**src/rtl/galaga_pixel_compositor.sv**
```systemverilog
// galaga_pixel_compositor: two-stage sprite priority compositor with per-frame hit accumulation
module galaga_pixel_compositor #(
  parameter int N_ENEMY   = 15,
  parameter int N_EBULLET = 31,
  parameter int N_PBULLET = 15,
  parameter int X_W       = 10,
  parameter int Y_W       = 9,
  parameter int ENEMY_W   = 36,
  parameter int ENEMY_H   = 24,
  parameter int PLAYER_W  = 24,
  parameter int PLAYER_H  = 36,
  parameter int BULLET_W  = 4,
  parameter int BULLET_H  = 16,
  parameter int SCREEN_H  = 480
) (
  input  logic                         i_clk,
  input  logic                         i_rst,
  input  logic                         i_pixelValid,
  input  logic                         i_frameStart,
  input  logic [X_W-1:0]               i_n_PixelPos_x,
  input  logic [Y_W-1:0]               i_n_PixelPos_y,
  input  logic [N_ENEMY-1:0]           i_enemyState,
  input  logic [N_ENEMY*(X_W+Y_W)-1:0]   i_enemyPosition,
  input  logic [N_EBULLET-1:0]         i_enemyBulletState,
  input  logic [N_EBULLET*(X_W+Y_W)-1:0] i_enemyBulletPosition,
  input  logic                         i_playerState,
  input  logic [X_W-1:0]               i_playerPosition,
  input  logic [N_PBULLET-1:0]         i_playerBulletState,
  input  logic [N_PBULLET*(X_W+Y_W)-1:0] i_playerBulletPosition,
  output logic [2:0]                   o_pixelState,
  output logic                         o_pixelValid,
  output logic [N_ENEMY-1:0]           o_enemyHit,
  output logic                         o_playerHit,
  output logic                         o_hitValid
);
  localparam int POS_W    = X_W + Y_W;
  localparam int PLAYER_Y = SCREEN_H - PLAYER_H;

  // One extra bit on the far edges so objects near the right/bottom border never wrap to 0.
  function automatic logic covers(input logic [X_W-1:0] x, input logic [X_W-1:0] ox,
                                  input logic [Y_W-1:0] y, input logic [Y_W-1:0] oy,
                                  input int w, input int h);
    covers = x >= ox && {1'b0, x} < {1'b0, ox} + (X_W+1)'(w)
          && y >= oy && {1'b0, y} < {1'b0, oy} + (Y_W+1)'(h);
  endfunction

  logic [N_ENEMY-1:0]   enemyCov;
  logic [N_EBULLET-1:0] eBulletCov;
  logic [N_PBULLET-1:0] pBulletCov;
  logic                 playerCov;

  for (genvar i = 0; i < N_ENEMY; i++) begin : g_enemy
    assign enemyCov[i] = i_enemyState[i] & covers(i_n_PixelPos_x, i_enemyPosition[i*POS_W +: X_W],
      i_n_PixelPos_y, i_enemyPosition[i*POS_W+X_W +: Y_W], ENEMY_W, ENEMY_H);
  end
  for (genvar i = 0; i < N_EBULLET; i++) begin : g_ebullet
    assign eBulletCov[i] = i_enemyBulletState[i] & covers(i_n_PixelPos_x, i_enemyBulletPosition[i*POS_W +: X_W],
      i_n_PixelPos_y, i_enemyBulletPosition[i*POS_W+X_W +: Y_W], BULLET_W, BULLET_H);
  end
  for (genvar i = 0; i < N_PBULLET; i++) begin : g_pbullet
    assign pBulletCov[i] = i_playerBulletState[i] & covers(i_n_PixelPos_x, i_playerBulletPosition[i*POS_W +: X_W],
      i_n_PixelPos_y, i_playerBulletPosition[i*POS_W+X_W +: Y_W], BULLET_W, BULLET_H);
  end
  assign playerCov = i_playerState & covers(i_n_PixelPos_x, i_playerPosition,
    i_n_PixelPos_y, Y_W'(PLAYER_Y), PLAYER_W, PLAYER_H);

  logic               s1Valid, s1Frame, s1EBullet, s1PBullet, s1Player;
  logic [N_ENEMY-1:0] s1Enemy, acc, accNext;
  logic               pacc, paccNext;
  logic [2:0]         pixNext;

  // Covers are zeroed for invalid pixels so stage 2 needs no further qualification.
  always_ff @(posedge i_clk) begin
    if (i_rst) begin
      s1Valid   <= 1'b0;
      s1Frame   <= 1'b0;
      s1Enemy   <= '0;
      s1EBullet <= 1'b0;
      s1PBullet <= 1'b0;
      s1Player  <= 1'b0;
    end else begin
      s1Valid   <= i_pixelValid;
      s1Frame   <= i_frameStart;
      s1Enemy   <= i_pixelValid ? enemyCov : '0;
      s1EBullet <= i_pixelValid & |eBulletCov;
      s1PBullet <= i_pixelValid & |pBulletCov;
      s1Player  <= i_pixelValid & playerCov;
    end
  end

  always_comb begin
    accNext  = s1Enemy & {N_ENEMY{s1PBullet}};
    paccNext = s1Player & (|s1Enemy | s1EBullet);
    pixNext  = |s1Enemy ? 3'b100 : s1EBullet ? 3'b011 : s1Player ? 3'b001 : s1PBullet ? 3'b010 : 3'b000;
  end

  always_ff @(posedge i_clk) begin
    if (i_rst) begin
      o_pixelState <= 3'b000;
      o_pixelValid <= 1'b0;
      o_hitValid   <= 1'b0;
      o_enemyHit   <= '0;
      o_playerHit  <= 1'b0;
      acc          <= '0;
      pacc         <= 1'b0;
    end else begin
      o_pixelState <= pixNext;
      o_pixelValid <= s1Valid;
      o_hitValid   <= s1Frame;
      acc          <= s1Frame ? accNext : acc | accNext;
      pacc         <= s1Frame ? paccNext : pacc | paccNext;
      if (s1Frame) begin
        o_enemyHit  <= acc;
        o_playerHit <= pacc;
      end
    end
  end
endmodule

```
**config.mk**
```make
export PLATFORM = sky130hd
export DESIGN_NAME = galaga_pixel_compositor
export DESIGN_NICKNAME = d
export VERILOG_FILES = /design/src/rtl/galaga_pixel_compositor.sv
export SDC_FILE = /design/constraint.sdc
export NUM_CORES = 2
export LEC_CHECK = 0
export ABC_AREA = 1
export BUFFER_PORTS_ARGS = -buffer_cell sky130_fd_sc_hd__clkbuf_2
export CORE_AREA = 2 2 503 505
export DETAILED_ROUTE_END_ITERATION = 8
export DIE_AREA = 0 0 505 507
export HOLD_SLACK_MARGIN = 0.05
export SLEW_MARGIN = 10
export SYNTH_ARGS = -nofsm -noshare
export SYNTH_HDL_FRONTEND = slang
export SYNTH_SLANG_ARGS = --single-unit
```
**constraint.sdc**
```tcl
create_clock -name i_clk -period 4.8 [get_ports i_clk]
set_input_delay 0.96 -clock i_clk [delete_from_list [all_inputs] [get_ports i_clk]]
set_output_delay 0.96 -clock i_clk [all_outputs]
set_load 0.03 [all_outputs]
```
==> reports/summary.txt <==
status - complete, no violations
async set-reset flop share out of synthesis - 0
Critical Path Sink Type - flop
Hold-fix buffers, CTS - 0
vias per cell - 4.64
Final Max Slew Viols - 0
Netlist cell types - 49
fillers - 28100
grt ovf - 0
Startpoint Class - input port
core area - 250000 µm²
register area share after synthesis - 0.0176
Slew headroom - 0.405
routed len/inst - 18.1 µm
Root Driver - clkbuf_16
first-pass GRT wire length - 398 mm
initial antenna violation count - 171
EDFF count, synth - 0
Peak VDD IR - 186 µV
largest net degree at the start of global routing - 40
DRC violations left - 0
CTS buffer count - 9
Fin Clk Skew - 0.0421 ns
DRT antenna net count - 0
DP Area - 76900 µm²
Slew @ Worst Pin - 0.892 ns
max cap viols - 0
FF-to-FF setup slack - 3.13 ns
Die Area - 256000 µm²
clk slew on worst S/H paths - 0.10 ns
CTS tree - done
post-synth top area share - 0.406
vias in the first global route - 65800
share of cells above drive strength 1 - 0.132
GP Congestion - 0.959
Post-CTS Setup Inserts - 0
synthesized area per cell - 6.36 µm²
Worst Hold Class - flop to flop
P_leak - 45.3 nW
Final Critical Period - 3.52 ns
CP required - 5.07 ns
Max Freq - 284 MHz
unrepaired setup endpoints after global routing - false
overall routing resource usage - 0.204
Worst Setup Path Type - input port to flop
io pins - 1275
area of the multi-input gates - 56900 µm²
clk sinks - 57
post-route insts no fill - 15100
Post-Syn Instances - 10200
Synth Flop Type - dfxtp_1
setup_tns - 0 ns
cell area after synthesis - 64900 µm²
fin crit share - 0.734
clock buffer depth - 2
final core utilization - 0.309
Chip Width - 505 µm
CTS resizes - 0
post-route cell area - 77500 µm²
WL final - 272 mm
input/output buffers - 1274
Final Net Count - 15000
Clk Latency, worst-skew pair - 0.37 ns
synthesis-to-layout area growth - 19.5%
synth warn - 0
via count - 69800
DRT Pass-1 Iters - 5
post-synth top area cell - ha_1
DR iter-0 viols - 3912
initial core utilization - 0.259
crit-path max FO - 3
hold_ws - 0.426 ns
Synthesized Nets - 13600
Power Dens Cells - 106 nW/µm²
Final HPWL DP - 239 mm
Sequential Area - 1140 µm²
htree depth - 3
Worst EP arrival - 3.79 ns
# setup viols final - 0
register bit total from synthesis - 57
Final Hold Fails - 0
synth top area cells - ha_1, nand2_1, inv_1
Site Rows - 184
Die Y-Extent - 507 µm
# placed instances - 14900
-- per-stage QoR --
stage	worst slack, ns	total power [mW]
final	1.28	8.19
after floorplan	1.39	4.83
after global routing	0.936	9.34
after global placement	0.827	7.38
after CTS	1.23	8.26
after detailed placement	0.825	7.45
-- routing by layer --
metal	up-vias	track usage	share of wire
met4	90	0.0709	0.032
li1	36600	-	-
met2	1712	0.340	0.45
met1	31000	0.253	0.44
met5	-	0	0.0021
met3	370	0.0497	0.072
-- state kept, by name, indices dropped and copies added (netlist names), 3 cells and up --
signal and count:
acc 15, o_enemyHit 15, o_pixelState 3, s1Enemy 15
-- area by class of cell --
type,instances,share of cell area
Clock buffer,9,0.00291
Antenna cell,102,0.00329
Sequential cell,57,0.0147
Inverter,1800,0.0873
Tap cell,3348,0.0541
Timing Repair Buffer,1399,0.102
Clock inverter,7,0.00102
Multi-Input combinational cell,8329,0.735
-- cells in the final DEF (no fill, tap or decap), types with 38 or more instances in the layout --
master and count:
a21o_1 58, a21oi_1 773, buf_12 38, buf_4 87, clkbuf_2 1257, dfxtp_1 57
diode_2 102, ha_1 2107, inv_1 1758, inv_2 40, nand2_1 2369, nand3_1 562
nand3b_1 86, nand4_1 197, nor2_1 902, nor2_2 42, nor3_1 139, o21a_1 50
o21ai_0 234, o21bai_1 62, xnor2_1 107, xor2_1 434
-- synth_stat cells (23+ instances only) --
cell type	count
nand2_1	2369
xnor2_1	107
ha_1	2107
a21o_1	58
nand4_1	197
dfxtp_1	57
nor2_2	42
nand3_1	562
nor2_1	902
o21bai_1	62
inv_2	39
nor3_1	140
nor4_1	35
o21a_1	50
a21oi_1	773
xor2_1	434
a21boi_1	23
o21ai_0	234
inv_1	1761
nand3b_1	86
a211oi_1	26
-- logic make-up after synthesis --
group / share of synthesized area
and+or+nand+nor: 0.288
DFF: 0.0176
xor gates and xnor gates: 0.0731
buffers and inverters: 0.105
adders and majority gates: 0.406
AOI/OAI and AO/OA: 0.110
-- report_power, final --
| part | leakage (nW) | switching [mW] | internal, mW |
|---|---|---|---|
| Combinational | 44.7 | 4.17 | 2.79 |
| Sequential | 0.463 | 0.0149 | 0.489 |
| Clock | 0.139 | 0.330 | 0.408 |
| Total | 45.3 | 4.51 | 3.68 |
-- critical path, cell delays in order --
cell and delay, ns:
clkbuf_2 0.11, inv_1 0.06, nor3_1 0.35, nand3_1 0.19
nor3_1 0.21, xor2_1 0.10, ha_1 0.28, inv_1 0.05
nor2_1 0.13, nand3_1 0.09, o21ai_1 0.12, nor2_1 0.08
nand2_1 0.06, nor2_1 0.04, nor2_1 0.56, nand2_1 0.21
nor2_1 0.15, nor2_1 0.04
-- path summary, 6_finish.rpt --
path              cells after the start                         from            to
setup / recovery                     18  i_playerBulletPosition[156]     s1PBullet
hold reg to reg                       2                      s1Valid  o_pixelValid
setup reg to reg                      7                  s1Enemy[13]          pacc
hold / removal                        2                      s1Valid  o_pixelValid
Power figures use the tool's default switching activity.
